--- config.mk ---
export PLATFORM = sky130hd
export DESIGN_NAME = ci_divider_flat
export DESIGN_NICKNAME = d
export VERILOG_FILES = /design/src/rtl/ci_divider_pkg.sv /design/src/rtl/ci_divider_if.sv /design/src/rtl/ci_divider_div_step.sv /design/src/rtl/ci_divider.sv /design/src/flat_wrapper.sv
export SDC_FILE = /design/constraint.sdc
export NUM_CORES = 1
export LEC_CHECK = 0
export ABC_AREA = 0
export CORE_ASPECT_RATIO = 0.6
export CORE_MARGIN = 2
export CORE_UTILIZATION = 30
export CTS_CLUSTER_SIZE = 14
export DETAILED_ROUTE_END_ITERATION = 8
export GPL_TIMING_DRIVEN = 0
export REMOVE_ABC_BUFFERS = 1
export SLEW_MARGIN = 20
export SYNTH_ARGS = -nofsm -noshare
export SYNTH_HDL_FRONTEND = slang
export SYNTH_SLANG_ARGS = --single-unit
--- constraint.sdc ---
create_clock -name cpuClock -period 3.4 [get_ports cpuClock]
set_input_delay 0.68 -clock cpuClock [delete_from_list [all_inputs] [get_ports cpuClock]]
set_output_delay 0.68 -clock cpuClock [all_outputs]
set_load 0.005 [all_outputs]
--- src/rtl/ci_divider_pkg.sv ---
// Shared types and constants for the OR1420 custom-instruction divider.
// Latency: n/a (declarations only).
// Backpressure: n/a.
package ci_divider_pkg;

    localparam int CI_W = 32;

    // Default base custom-instruction id (even; base+1 selects the remainder)
    localparam logic [7:0] CI_DEFAULT_ID = 8'd20;

    // Step counter load value: 32 restoring steps, counted 31 down to 0
    localparam logic [4:0] CNT_LOAD = 5'd31;

    typedef enum logic [1:0] {
        ST_IDLE = 2'd0,
        ST_RUN  = 2'd1,
        ST_DONE = 2'd2
    } state_e;

    // Result select: taken from ciN[0]
    typedef enum logic {
        SEL_QUO = 1'b0,
        SEL_REM = 1'b1
    } sel_e;

endpackage

--- src/rtl/ci_divider_if.sv ---
// Custom-instruction bus between the processor execute stage and a responder.
// Latency: n/a (wires only).
// Backpressure: processor stalls until the responder pulses ciDone; ciCke freezes the responder.
// Ports: ciStart/ciCke/ciN/ciValueA/ciValueB from master, ciDone/ciResult from slave.
interface ci_divider_if;
    logic        ciStart;
    logic        ciCke;
    logic [7:0]  ciN;
    logic [31:0] ciValueA;
    logic [31:0] ciValueB;
    logic        ciDone;
    logic [31:0] ciResult;

    modport master (
        output ciStart, ciCke, ciN, ciValueA, ciValueB,
        input  ciDone, ciResult
    );

    modport slave (
        input  ciStart, ciCke, ciN, ciValueA, ciValueB,
        output ciDone, ciResult
    );
endinterface

--- src/rtl/ci_divider_div_step.sv ---
// One restoring-division step: shift in a dividend bit, trial-subtract the divisor.
// Latency: combinational.
// Backpressure: none.
// Ports: rem_i (partial remainder), bit_i (next dividend bit), divisor_i -> rem_o, qbit_o.
module ci_divider_div_step (
    input  logic [31:0] rem_i,
    input  logic        bit_i,
    input  logic [31:0] divisor_i,
    output logic [31:0] rem_o,
    output logic        qbit_o
);
    logic [32:0] partial;
    logic [31:0] diff;

    assign partial = {rem_i, bit_i};
    // When the trial is non-negative the true difference is below 2^32,
    // so the low 32 bits of the modular subtraction are exact.
    assign diff    = partial[31:0] - divisor_i;
    assign qbit_o  = (partial >= {1'b0, divisor_i});
    assign rem_o   = qbit_o ? diff : partial[31:0];
endmodule

--- src/rtl/ci_divider.sv ---
// Iterative 32-bit unsigned divider responding to ids customId (quotient) / customId+1 (remainder).
// Latency: 33 cycles from start (1 for divide-by-zero), plus one per ciCke=0 cycle in RUN.
// Backpressure: ciCke=0 freezes progress; starts while busy are ignored.
// Ports: cpuClock, cpuReset (async, active-high), ci (slave side of ci_divider_if).
module ci_divider
    import ci_divider_pkg::*;
#(
    parameter logic [7:0] customId = CI_DEFAULT_ID
) (
    input  logic         cpuClock,
    input  logic         cpuReset,
    ci_divider_if.slave  ci
);

    state_e      state_q, state_d;
    logic [4:0]  cnt_q, cnt_d;
    logic [31:0] dvd_q, dvd_d;   // dividend shifting out, quotient shifting in
    logic [31:0] rem_q, rem_d;
    logic [31:0] dsr_q, dsr_d;
    sel_e        sel_q, sel_d;
    logic        done_q, done_d;
    logic [31:0] result_q, result_d;

    logic        selected;
    logic        accept;
    logic        div_zero;
    logic [31:0] step_rem;
    logic        step_qbit;
    logic [31:0] step_quo;

    assign selected = (ci.ciN[7:1] == customId[7:1]);
    assign accept   = (state_q == ST_IDLE) && ci.ciStart && ci.ciCke && selected;
    assign div_zero = (ci.ciValueB == 32'd0);

    ci_divider_div_step u_step (
        .rem_i     (rem_q),
        .bit_i     (dvd_q[31]),
        .divisor_i (dsr_q),
        .rem_o     (step_rem),
        .qbit_o    (step_qbit)
    );

    assign step_quo = {dvd_q[30:0], step_qbit};

    // State register
    always_ff @(posedge cpuClock or posedge cpuReset) begin
        if (cpuReset) begin
            state_q <= ST_IDLE;
        end else begin
            state_q <= state_d;
        end
    end

    // Next-state logic
    always_comb begin
        state_d = state_q;
        case (state_q)
            ST_IDLE: begin
                if (accept) begin
                    state_d = div_zero ? ST_DONE : ST_RUN;
                end
            end
            ST_RUN: begin
                if (ci.ciCke && (cnt_q == 5'd0)) begin
                    state_d = ST_DONE;
                end
            end
            ST_DONE: state_d = ST_IDLE;
            default: state_d = ST_IDLE;
        endcase
    end

    // Output and datapath next-values
    always_comb begin
        cnt_d    = cnt_q;
        dvd_d    = dvd_q;
        rem_d    = rem_q;
        dsr_d    = dsr_q;
        sel_d    = sel_q;
        done_d   = 1'b0;
        result_d = 32'd0;
        case (state_q)
            ST_IDLE: begin
                if (accept) begin
                    dvd_d = ci.ciValueA;
                    dsr_d = ci.ciValueB;
                    sel_d = sel_e'(ci.ciN[0]);
                    rem_d = 32'd0;
                    cnt_d = CNT_LOAD;
                    if (div_zero) begin
                        // Divide-by-zero skips RUN: quotient all ones, remainder = dividend
                        done_d   = 1'b1;
                        result_d = ci.ciN[0] ? ci.ciValueA : 32'hFFFF_FFFF;
                    end
                end
            end
            ST_RUN: begin
                if (ci.ciCke) begin
                    rem_d = step_rem;
                    dvd_d = step_quo;
                    cnt_d = (cnt_q == 5'd0) ? 5'd0 : cnt_q - 5'd1;
                    if (cnt_q == 5'd0) begin
                        // Last step: register the finished result straight into the output
                        done_d   = 1'b1;
                        result_d = (sel_q == SEL_REM) ? step_rem : step_quo;
                    end
                end
            end
            default: begin
            end
        endcase
    end

    // Control and output registers
    always_ff @(posedge cpuClock or posedge cpuReset) begin
        if (cpuReset) begin
            cnt_q    <= 5'd0;
            done_q   <= 1'b0;
            result_q <= 32'd0;
        end else begin
            cnt_q    <= cnt_d;
            done_q   <= done_d;
            result_q <= result_d;
        end
    end

    // Datapath registers carry no meaning outside RUN, so they are not reset
    always_ff @(posedge cpuClock) begin
        dvd_q <= dvd_d;
        rem_q <= rem_d;
        dsr_q <= dsr_d;
        sel_q <= sel_d;
    end

    assign ci.ciDone   = done_q;
    assign ci.ciResult = result_q;

endmodule

--- src/flat_wrapper.sv ---
// flat-port wrapper written by rule: the top's interface ports become plain ports
module ci_divider_flat import ci_divider_pkg::*;
#(
    parameter logic [7:0] customId = CI_DEFAULT_ID
)
  (cpuClock, cpuReset, ci_ciStart, ci_ciCke, ci_ciN, ci_ciValueA, ci_ciValueB, ci_ciDone, ci_ciResult);
  ci_divider_if ci_i ();
  input  logic cpuClock;
  input  logic cpuReset;
  input wire logic [$bits(ci_i.ciStart)-1:0] ci_ciStart;
  input wire logic [$bits(ci_i.ciCke)-1:0] ci_ciCke;
  input wire logic [$bits(ci_i.ciN)-1:0] ci_ciN;
  input wire logic [$bits(ci_i.ciValueA)-1:0] ci_ciValueA;
  input wire logic [$bits(ci_i.ciValueB)-1:0] ci_ciValueB;
  output wire logic [$bits(ci_i.ciDone)-1:0] ci_ciDone;
  output wire logic [$bits(ci_i.ciResult)-1:0] ci_ciResult;
  assign ci_i.ciStart = ci_ciStart;
  assign ci_i.ciCke = ci_ciCke;
  assign ci_i.ciN = ci_ciN;
  assign ci_i.ciValueA = ci_ciValueA;
  assign ci_i.ciValueB = ci_ciValueB;
  assign ci_ciDone = ci_i.ciDone;
  assign ci_ciResult = ci_i.ciResult;
  ci_divider #(.customId(customId)) u_core (.cpuClock(cpuClock), .cpuReset(cpuReset), .ci(ci_i));
endmodule
---- Yosys cells after proc, flatten, opt, wreduce, memory -nomap -nowiden ----
Index checks and enable logic that the tools add are counted.
Widths: inputs -> output; s select.
word-level totals
  bits in registers ....................... 137
  output and inout bits ................... 33
operators by class
  equal/unequal tests ..................... 5
  multiplexer cells ....................... 27
  add/subtract/negate cells ............... 2
  magnitude comparators ................... 1
  reductions and logical operators ........ 11
operators with widths
  operator             count
  $mux 32              11
  $pmux 32 s2          3
  $ge 33x32->1         1
  $logic_not 32->1     1
  $sub 32x32->32       1
  $mux 5               3
  $pmux 5 s2           1
  $eq 7x4->1 const B   1
  $mux 2               3
  $logic_not 5->1      1
  $sub 5x1->5 const B  1
  $logic_and 1x1->1    4
  $mux 1               4
  $ne 2x1->1 const B   2
  $pmux 2 s2           1
  $reduce_and 2->1     2
  $reduce_and 3->1     1
  $eq 2x1->1 const B   1
  $logic_not 2->1      1
  $ne 2x2->1 const B   1
  $pmux 1 s2           1
  $reduce_bool 2->1    1

---- Depth between registers and ports, before layout ----
Gate-level depths: netlist of the first run.
  depth in word-level cells ............... 6
  mapped depth ............................ 14
  gate-level depth less buffers ........... 12

---- Cells and area by module ----
From an unflattened synthesis of the first run, not the netlist that was laid out.
second synthesis, totals
  cell total of the unflattened synthesis .. 693
  area total of the unflattened synthesis .. 8032.7 sq um
by module, submodules not included
  module               instances  sequential area each (sq um)  cells each  area an instance (sq um)
  ci_divider           1          3913.8                        370         5701.7
  ci_divider_div_step  1          0.0                           323         2331.0

---- Worst setup path after synthesis of the first run ----
Ideal clock, no wire load.
  path kind ............................... input-to-reg
  start point ............................. input port ci_ciN[1]
  end point ............................... register u_core.dvd_q[0] (enable)
  arrival ................................. 2555 ps
  path slack .............................. 421 ps
  path buffers ............................ 0
  required time ........................... 2976 ps
  setup time .............................. 424 ps
  stages .................................. 3
  path through ............................ nor4b_1 -> nand4_1 -> nand2_1
on the way
  cells in the longest elaborated chain, start to end .. 4
RTL lines
  element                            line                RTL
  from (decl)                        flat_wrapper.sv:12  input wire logic [$bits(ci_i.ciN)-1:0] ci_ciN;
  $eq 7x4->1                         ci_divider.sv:31    assign selected = (ci.ciN[7:1] == customId[7:1]);
  $logic_and 1x1->1                  ci_divider.sv:32    assign accept = (state_q == ST_IDLE) && ci.ciStart && ci.ciCke && selected;
  $ne 2x1->1 (no source line)        -
  $reduce_and 3->1 (no source line)  -
  to (signal assigned)               ci_divider.sv:129   dvd_q <= dvd_d;
  to (decl)                          ci_divider.sv:17    logic [31:0] dvd_q, dvd_d;
No other way between the ends.
A chain may end at the register's enable or synchronous reset.

---- Final worst setup path of the first run ----
  start point ............................. register u_core.rem_q[19]
  end point ............................... register u_core.rem_q[18] (data pin)
on the way
  cells in the longest elaborated chain, start to end .. 4
RTL lines
  element                 line                       RTL
  from (decl)             ci_divider.sv:18           logic [31:0] rem_q, rem_d;
  from (signal assigned)  ci_divider.sv:130          rem_q <= rem_d;
  $ge 33x32->1            ci_divider_div_step.sv:19  assign qbit_o = (partial >= {1'b0, divisor_i});
  $mux 32                 ci_divider_div_step.sv:20  assign rem_o = qbit_o ? diff : partial[31:0];
  $mux 32                 ci_divider.sv:98           if (ci.ciCke) begin
  $pmux 32 s2             ci_divider.sv:82           case (state_q)
No other way between the ends. The select of a mux whose other input is x is not followed.

==> run_results.csv, run 1 <==
group,metric,value,unit
timing,fmax,304,MHz
synthesis,synth_edf_count,97,
final_layout,drive_above_1_share,0.103,
clock_network,cts_tree,"yes",
floorplan,die_area,27200,sq um
clock_network,cts_max_level,4,
detailed_routing,wl,22600,um
timing,hold_violations,0,
grt,grt_pass1_wl,34600,um
grt,use_met3,0.0439,
place,place_congestion,0.852,
floorplan,io_pins,109,
synthesis,synth_cell_type_count,63,
timing,relSlewSlack,0.498,
place,numPortBuffers,108,
clock_network,numClockSinks,137,
synthesis,ys_ff_latch,137,
final_layout,nets,1007,
timing,fin_tns_setup,0,ps
synthesis,yosys.cell_count.top_type,"edfxtp_1",
final_layout,finalCoreUtilization,0.398,
place,placedCellCount,1198,
detailed_routing,drcViolationCount,0,
detailed_routing,final_antenna_net_count,0,
flow_run,cap_viol_max_count,0,
detailed_routing,dr.first_iter.drc_count,438,
synthesis,synth_top_area_cell,"edfxtp_1",
synthesis,yosysSeqAreaShare,0.504,
synthesis,async_flop_share,0.292,
floorplan,row_count,45,
floorplan,die_y,129,um
final_layout,final_cells,1238,
grt,grt_use_total,0.169,
detailed_routing,wl_per_cell,18.2,um
clock_network,numCtsBuffers,17,
critical_path,r2r_cells,10,
power_and_ir_drop,power.density,377,nW/um^2
timing,fin_crit,3290,ps
timing,fin_skew,12.2,ps
floorplan,start_util,0.306,
detailed_routing,vias,6365,
grt,grt_max_degree,48,
synthesis,syn_inst,797,
synthesis,synth_top_area_frac,0.375,
clock_network,cts.clk_slew.worst_paths,60,ps
detailed_routing,vias_per_cell,5.14,
power_and_ir_drop,irDropWorstVdd,0.000265,V
synthesis,synthTopCellsByArea,"edfxtp_1, dfrtp_1, a21oi_1",
timing,rsz0062_at_grt,"yes",
place,post-dp-hpwl,16500,um
critical_path,crit_type,"flip-flop to flip-flop",
critical_path,crit_fanout,22,
detailed_routing,drt_first_pass_iters,5,
grt,grt_overflow,0,
status,outcome,"finished, final reports clean",
grt,grt_antenna_before_repair,0,
timing,finalSetupViolations,0,
timing,worst_pin_slew,751,ps
clock_network,root_buffer,"clkbuf_16",
synthesis,synth_warnings,0,
grt,grt_pass1_vias,6092,
critical_path,arrival,3460,ps
synthesis,ys_top_cells_by_count,"edfxtp_1, nand2_1, a21oi_1, inv_1, o21ai_0",
critical_path,crit_path_start_kind,"flip-flop",
clock_network,clk_latency,440,ps
timing,finalMaxSlewViolations,0,
synthesis,syn_area,7760,sq um
hold_path,hp-class,"flip-flop to flip-flop",
floorplan,core_area,25300,sq um
final_layout,syn_to_final_growth,30.0,%
clock_network,holdBufCountCts,0,
synthesis,ys.flop_type,"edfxtp_1",
critical_path,required,3580,ps
grt,use_met2,0.239,
clock_network,cts_buffer_depth,2,
critical_path,cp-end-kind,"flip-flop",
hold_path,hold_depth,2,
grt,grt-busiest-layer,"met1",
power_and_ir_drop,total_power,0.00381,W
synthesis,avgSynthCellArea,9.74,sq um
grt,grt_use_met1,0.251,
power_and_ir_drop,leakage,3.99,nW
final_layout,diodes,0,
floorplan,die_w,212,um
timing,finalCritPeriodShare,0.966,
==> sequential cells by signal (all words and copies together), names as in the netlist <==
register	flops
u_core.ci.ciDone	1
u_core.ci.ciResult	32
u_core.cnt_q	5
u_core.dsr_q	32
u_core.dvd_q	32
u_core.rem_q	32
u_core.sel_q	1
u_core.state_q	2
==> worst max-delay path, cell delays in order, from the launching register on <==
cell	delay, ps
edfxtp_1	420
ha_1	430
a21oi_2	210
o21ai_1	140
or4_1	570
nor3_4	280
nor4b_4	130
or2_4	310
buf_16	180
mux2i_2	300
nor2_1	60
==> layer usage <==
layer,vias to the layer above,wire length (um)
li1,3072,-
met1,3056,11400
met2,214,9420
met3,23,1470
met4,0,257
met5,-,0
==> through the flow <==
| step | hold WS (ps) | cell area [sq um] | setup WS (ps) |
|---|---|---|---|
| floorplan | 464 | 7530 | -1210 |
| global placement | 484 | 9020 | -3980 |
| detailed placement | 494 | 9260 | -612 |
| CTS | 501 | 9870 | 21.9 |
| global route | 516 | 10100 | -29.8 |
| finish | 504 | 10100 | 114 |
==> repair_timing <==
item,4_1_cts,5_1_grt
setup buffers,2,7
setup endpoints to repair,63,53
pin swaps,2,3
gates resized for setup,7,37
==> final cells by class <==
| type | count | area [sq um] |
|---|---|---|
| flip-flops and latches | 137 | 3910 |
| multi-input cells | 543 | 3580 |
| clock inverters | 11 | 97.6 |
| fillers | 2508 | 15200 |
| inverters | 73 | 275 |
| well taps | 329 | 412 |
| clock buffers | 20 | 457 |
| repair buffers | 125 | 1360 |
==> report_power, final <==
group	internal (W)	switching (W)	leakage (nW)	total [W]
Sequential	0.00180	0.0000122	1.49	0.00181
Clock	0.00104	0.000729	0.256	0.00177
Combinational	0.000120	0.000108	2.24	0.000228
Total	0.00296	0.000849	3.99	0.00381
==> worst paths after layout <==
path	startpoint	to	slack [ps]
min	u_core.dvd_q[17]$_DFFE_PP_	u_core.ci.ciResult[18]$_DFF_PP0_	500
max	u_core.rem_q[19]$_SDFFCE_PN0P_	u_core.rem_q[18]$_SDFFCE_PN0P_	110
min in group asynchronous	cpuReset	u_core.ci.ciResult[27]$_DFF_PP0_	510
min reg2reg	u_core.dvd_q[17]$_DFFE_PP_	u_core.ci.ciResult[18]$_DFF_PP0_	500
max reg2reg	u_core.rem_q[19]$_SDFFCE_PN0P_	u_core.rem_q[18]$_SDFFCE_PN0P_	110
max in group asynchronous	cpuReset	u_core.ci.ciResult[12]$_DFF_PP0_	2420
==> cells by family (layout without fill, tap and decap cells) <==
kind of cell / Yosys count / after routing / synth area share
compound gates: 234 / 234 / 0.177
simple gates: 223 / 223 / 0.135
flops: 137 / 137 / 0.504
buf+inv: 117 / 229 / 0.0654
fa+ha+maj: 34 / 34 / 0.0558
xor+xnor: 28 / 28 / 0.0316
mux: 24 / 24 / 0.0311
==> layout by cell type (no fill, tap or decap), types with 3 or more instances in the layout <==
cell type        netlist  final
o221ai_1               4      4
nor4_1                10      9
mux2i_1               23      6
and3_1                 9      8
dfrtp_1               40     40
a211oi_1               5      5
nor3_1                 5      5
a21o_1                 9      9
o211ai_1               3      3
nor2_1                47     45
clkbuf_16              0     17
ha_2                   0      4
nand4_1               13     13
buf_16                 0      7
ha_1                  33     29
o21ai_0               56     56
xor2_1                12     12
xnor2_1               16     16
clkdlybuf4s50_1        0    107
mux2i_4                0      6
mux2i_2                0     11
nand2_1               93     90
clkinvlp_4             0      5
buf_4                  2      9
o21ai_1               23     22
nand2b_1               5      4
inv_1                 73     71
nand3_1               17     17
edfxtp_1              97     97
a21oi_1               86     84
o21a_1                 7      7
a31oi_1                6      6
o31ai_1               10     10
a21oi_2                3      5
nor2b_1                9      8
(Power assumes the default switching activity.)
==> run 2: changes to the inputs <==
Settings changed: SYNTH_HIERARCHICAL set to 1.
==> run 2 against run 1 <==
Net effect: count of clock-buffer cells in the layout down 1; final cell count down 4.9%; via count down 7.2%; synthesized cell count down 13%; highest routed layer unchanged.
==> run_results.csv, run 2 <==
group,metric,value,unit
timing,fin_tns_setup,0,ps
clock_network,cts.clk_slew.worst_paths,60,ps
place,post-dp-hpwl,15800,um
timing,whs,517,ps
detailed_routing,wl_per_cell,19.0,um
clock_network,holdBufCountCts,0,
synthesis,synth_warnings,6,
floorplan,row_count,46,
critical_path,crit_path_start_kind,"flip-flop",
grt,grt_max_degree,67,
grt,grt_antenna_before_repair,1,
synthesis,synthTopCellsByArea,"edfxtp_1, dfrtp_1, mux2_2",
power_and_ir_drop,power.density,406,nW/um^2
flow_run,cap_viol_max_count,0,
critical_path,crit_type,"flip-flop to flip-flop",
clock_network,clk_latency,440,ps
timing,worst_pin_slew,880,ps
detailed_routing,drt_first_pass_iters,5,
clock_network,numClockSinks,137,
timing,hold_violations,0,
critical_path,required,3700,ps
critical_path,crit_start,"u_core/rem_q[29]$_SDFFCE_PN0P_",
synthesis,syn_area,8030,sq um
synthesis,ys_top_cells_by_count,"edfxtp_1, mux2_2, inv_1, dfrtp_1, o21ai_0",
critical_path,r2r_cells,10,
clock_network,cts_buffer_depth,2,
hold_path,hp-class,"input port to async pin",
synthesis,synth_top_area_cell,"edfxtp_1",
timing,fin_crit,3340,ps
floorplan,start_util,0.305,
critical_path,regToRegSetupSlack,60,ps
final_layout,layout_common_cells,"clkdlybuf4s50_1, edfxtp_1, mux2_2",
clock_network,cts_tree,"yes",
final_layout,final_cells,1177,
place,numPortBuffers,108,
timing,fmax,299,MHz
critical_path,crit_fanout,8,
status,outcome,"finished, final reports clean",
place,place_congestion,0.816,
synthesis,yosys.cell_count.top_type,"edfxtp_1",
detailed_routing,final_antenna_net_count,0,
timing,finalCritPeriodShare,0.984,
detailed_routing,wl,22300,um
synthesis,ys.flop_type,"edfxtp_1",
grt,grt_pass1_vias,5751,
grt,grt_use_total,0.162,
critical_path,r2r_start,"u_core/rem_q[29]$_SDFFCE_PN0P_",
clock_network,numCtsBuffers,17,
detailed_routing,vias_per_cell,5.02,
place,placedCellCount,1133,
power_and_ir_drop,irDropWorstVdd,0.000305,V
timing,finalSetupViolations,0,
detailed_routing,vias,5909,
final_layout,syn_to_final_growth,29.8,%
synthesis,synth_cell_type_count,68,
synthesis,avgSynthCellArea,11.6,sq um
floorplan,die_y,131,um
synthesis,syn_inst,693,
critical_path,crit_path_end,"u_core/ci.ciResult[22]$_DFF_PP0_",
power_and_ir_drop,total_power,0.00423,W
synthesis,yosysSeqAreaShare,0.487,
grt,grt_pass1_wl,34200,um
synthesis,ys_ff_latch,137,
floorplan,io_pins,109,
synthesis,async_flop_share,0.292,
critical_path,arrival,3640,ps
floorplan,die_area,28100,sq um
clock_network,root_buffer,"clkbuf_16",
critical_path,rr_endpoint,"u_core/ci.ciResult[22]$_DFF_PP0_",
final_layout,nets,913,
detailed_routing,drcViolationCount,0,
timing,finalMaxSlewViolations,0,
grt,grt_overflow,0,
synthesis,synth_top_area_frac,0.363,
floorplan,core_area,26400,sq um
power_and_ir_drop,leakage,4.10,nW
timing,fin_skew,15.0,ps
final_layout,fin_area,10400,sq um
clock_network,cts_max_level,4,
synthesis,synth_edf_count,97,
final_layout,mostFrequentLayoutCell,"clkdlybuf4s50_1",
timing,relSlewSlack,0.408,
floorplan,die_w,215,um
place,placed_area,9560,sq um
final_layout,drive_above_1_share,0.190,
critical_path,cp-end-kind,"flip-flop",
detailed_routing,dr.first_iter.drc_count,523,
[run 2: area by class of cell]
type                            count  area, sq um
Multi-Input combinational cell    473         3810
Antenna cell                        1         2.50
Sequential cell                   137         3910
Fill cell                        2564        15900
Timing Repair Buffer              126         1380
Clock inverter                     13          214
Timing Repair inverter              2         17.5
Clock buffer                       19          453
Inverter                           46          188
Tap cell                          360          450
[run 2: power breakdown]
group / switching (W) / total (W) / internal (W)
sequential: 0.0000221 / 0.00183 / 0.00181
combinational: 0.000125 / 0.000289 / 0.000164
clock: 0.000768 / 0.00212 / 0.00135
total: 0.000915 / 0.00423 / 0.00332
[run 2: worst min-delay path by stage]
stage,end,slack (ps),start
final,u_core/ci.ciResult[23]$_DFF_PP0_,520,cpuReset
after floorplan,u_core/ci.ciResult[0]$_DFF_PP0_,500,u_core/state_q[1]$_DFFE_PP0P_
after detailed placement,u_core/cnt_q[1]$_DFFE_PP0P_,530,u_core/cnt_q[1]$_DFFE_PP0P_
after global routing,u_core/ci.ciResult[22]$_DFF_PP0_,540,cpuReset
after CTS,u_core/ci.ciResult[23]$_DFF_PP0_,510,cpuReset
after global placement,u_core/ci.ciResult[0]$_DFF_PP0_,520,u_core/state_q[1]$_DFFE_PP0P_
[run 2: metal layers]
metal / track usage / up-vias / part of all wire
met4: 0.0511 / 0 / 0.013
met1: 0.253 / 2905 / 0.53
li1: - / 2806 / -
met3: 0.0359 / 19 / 0.062
met2: 0.216 / 179 / 0.40
met5: 0 / - / 0
[run 2: what timing repair did]
| action | 4_1_cts | 5_1_grt |
|---|---|---|
| gates cloned | 0 | 2 |
| resized for setup | 7 | 15 |
| hold endpoints to repair | 0 | 0 |
| setup buffers | 0 | 9 |
| setup endpoints to repair | 59 | 59 |
| pin swaps | 2 | 9 |
[run 2: cells by family (layout without fill, tap and decap cells)]
kind of cell | count (synthesis) | after routing | synth area share
AND/OR/NAND/NOR | 153 | 153 | 0.110
other | 0 | 1 | 0
multiplexers | 96 | 96 | 0.133
flip-flops | 137 | 137 | 0.487
adder cells (fa/ha/maj) | 34 | 34 | 0.0539
AO/OA/AOI/OAI | 164 | 164 | 0.136
buffers and inverters | 83 | 206 | 0.0511
XOR/XNOR | 26 | 26 | 0.0283
[run 2: worst max-delay path, cell delays in order, from the launching register on]
cell and delay (ps):
edfxtp_1 390, ha_1 430, a21o_1 250, a211o_1 320, a31oi_1 330, a21boi_0 390, o21a_4 310, clkinv_8 120
mux2_4 350, mux2i_2 180, o22ai_2 110
[run 2: metrics by stage]
stage / utilization / setup slack, ps
final: 0.396 / 55.4
after detailed placement: 0.363 / -486
after floorplan: - / -1120
after global routing: 0.396 / -25.8
after CTS: 0.389 / 7.55
after global placement: 0.354 / -3430
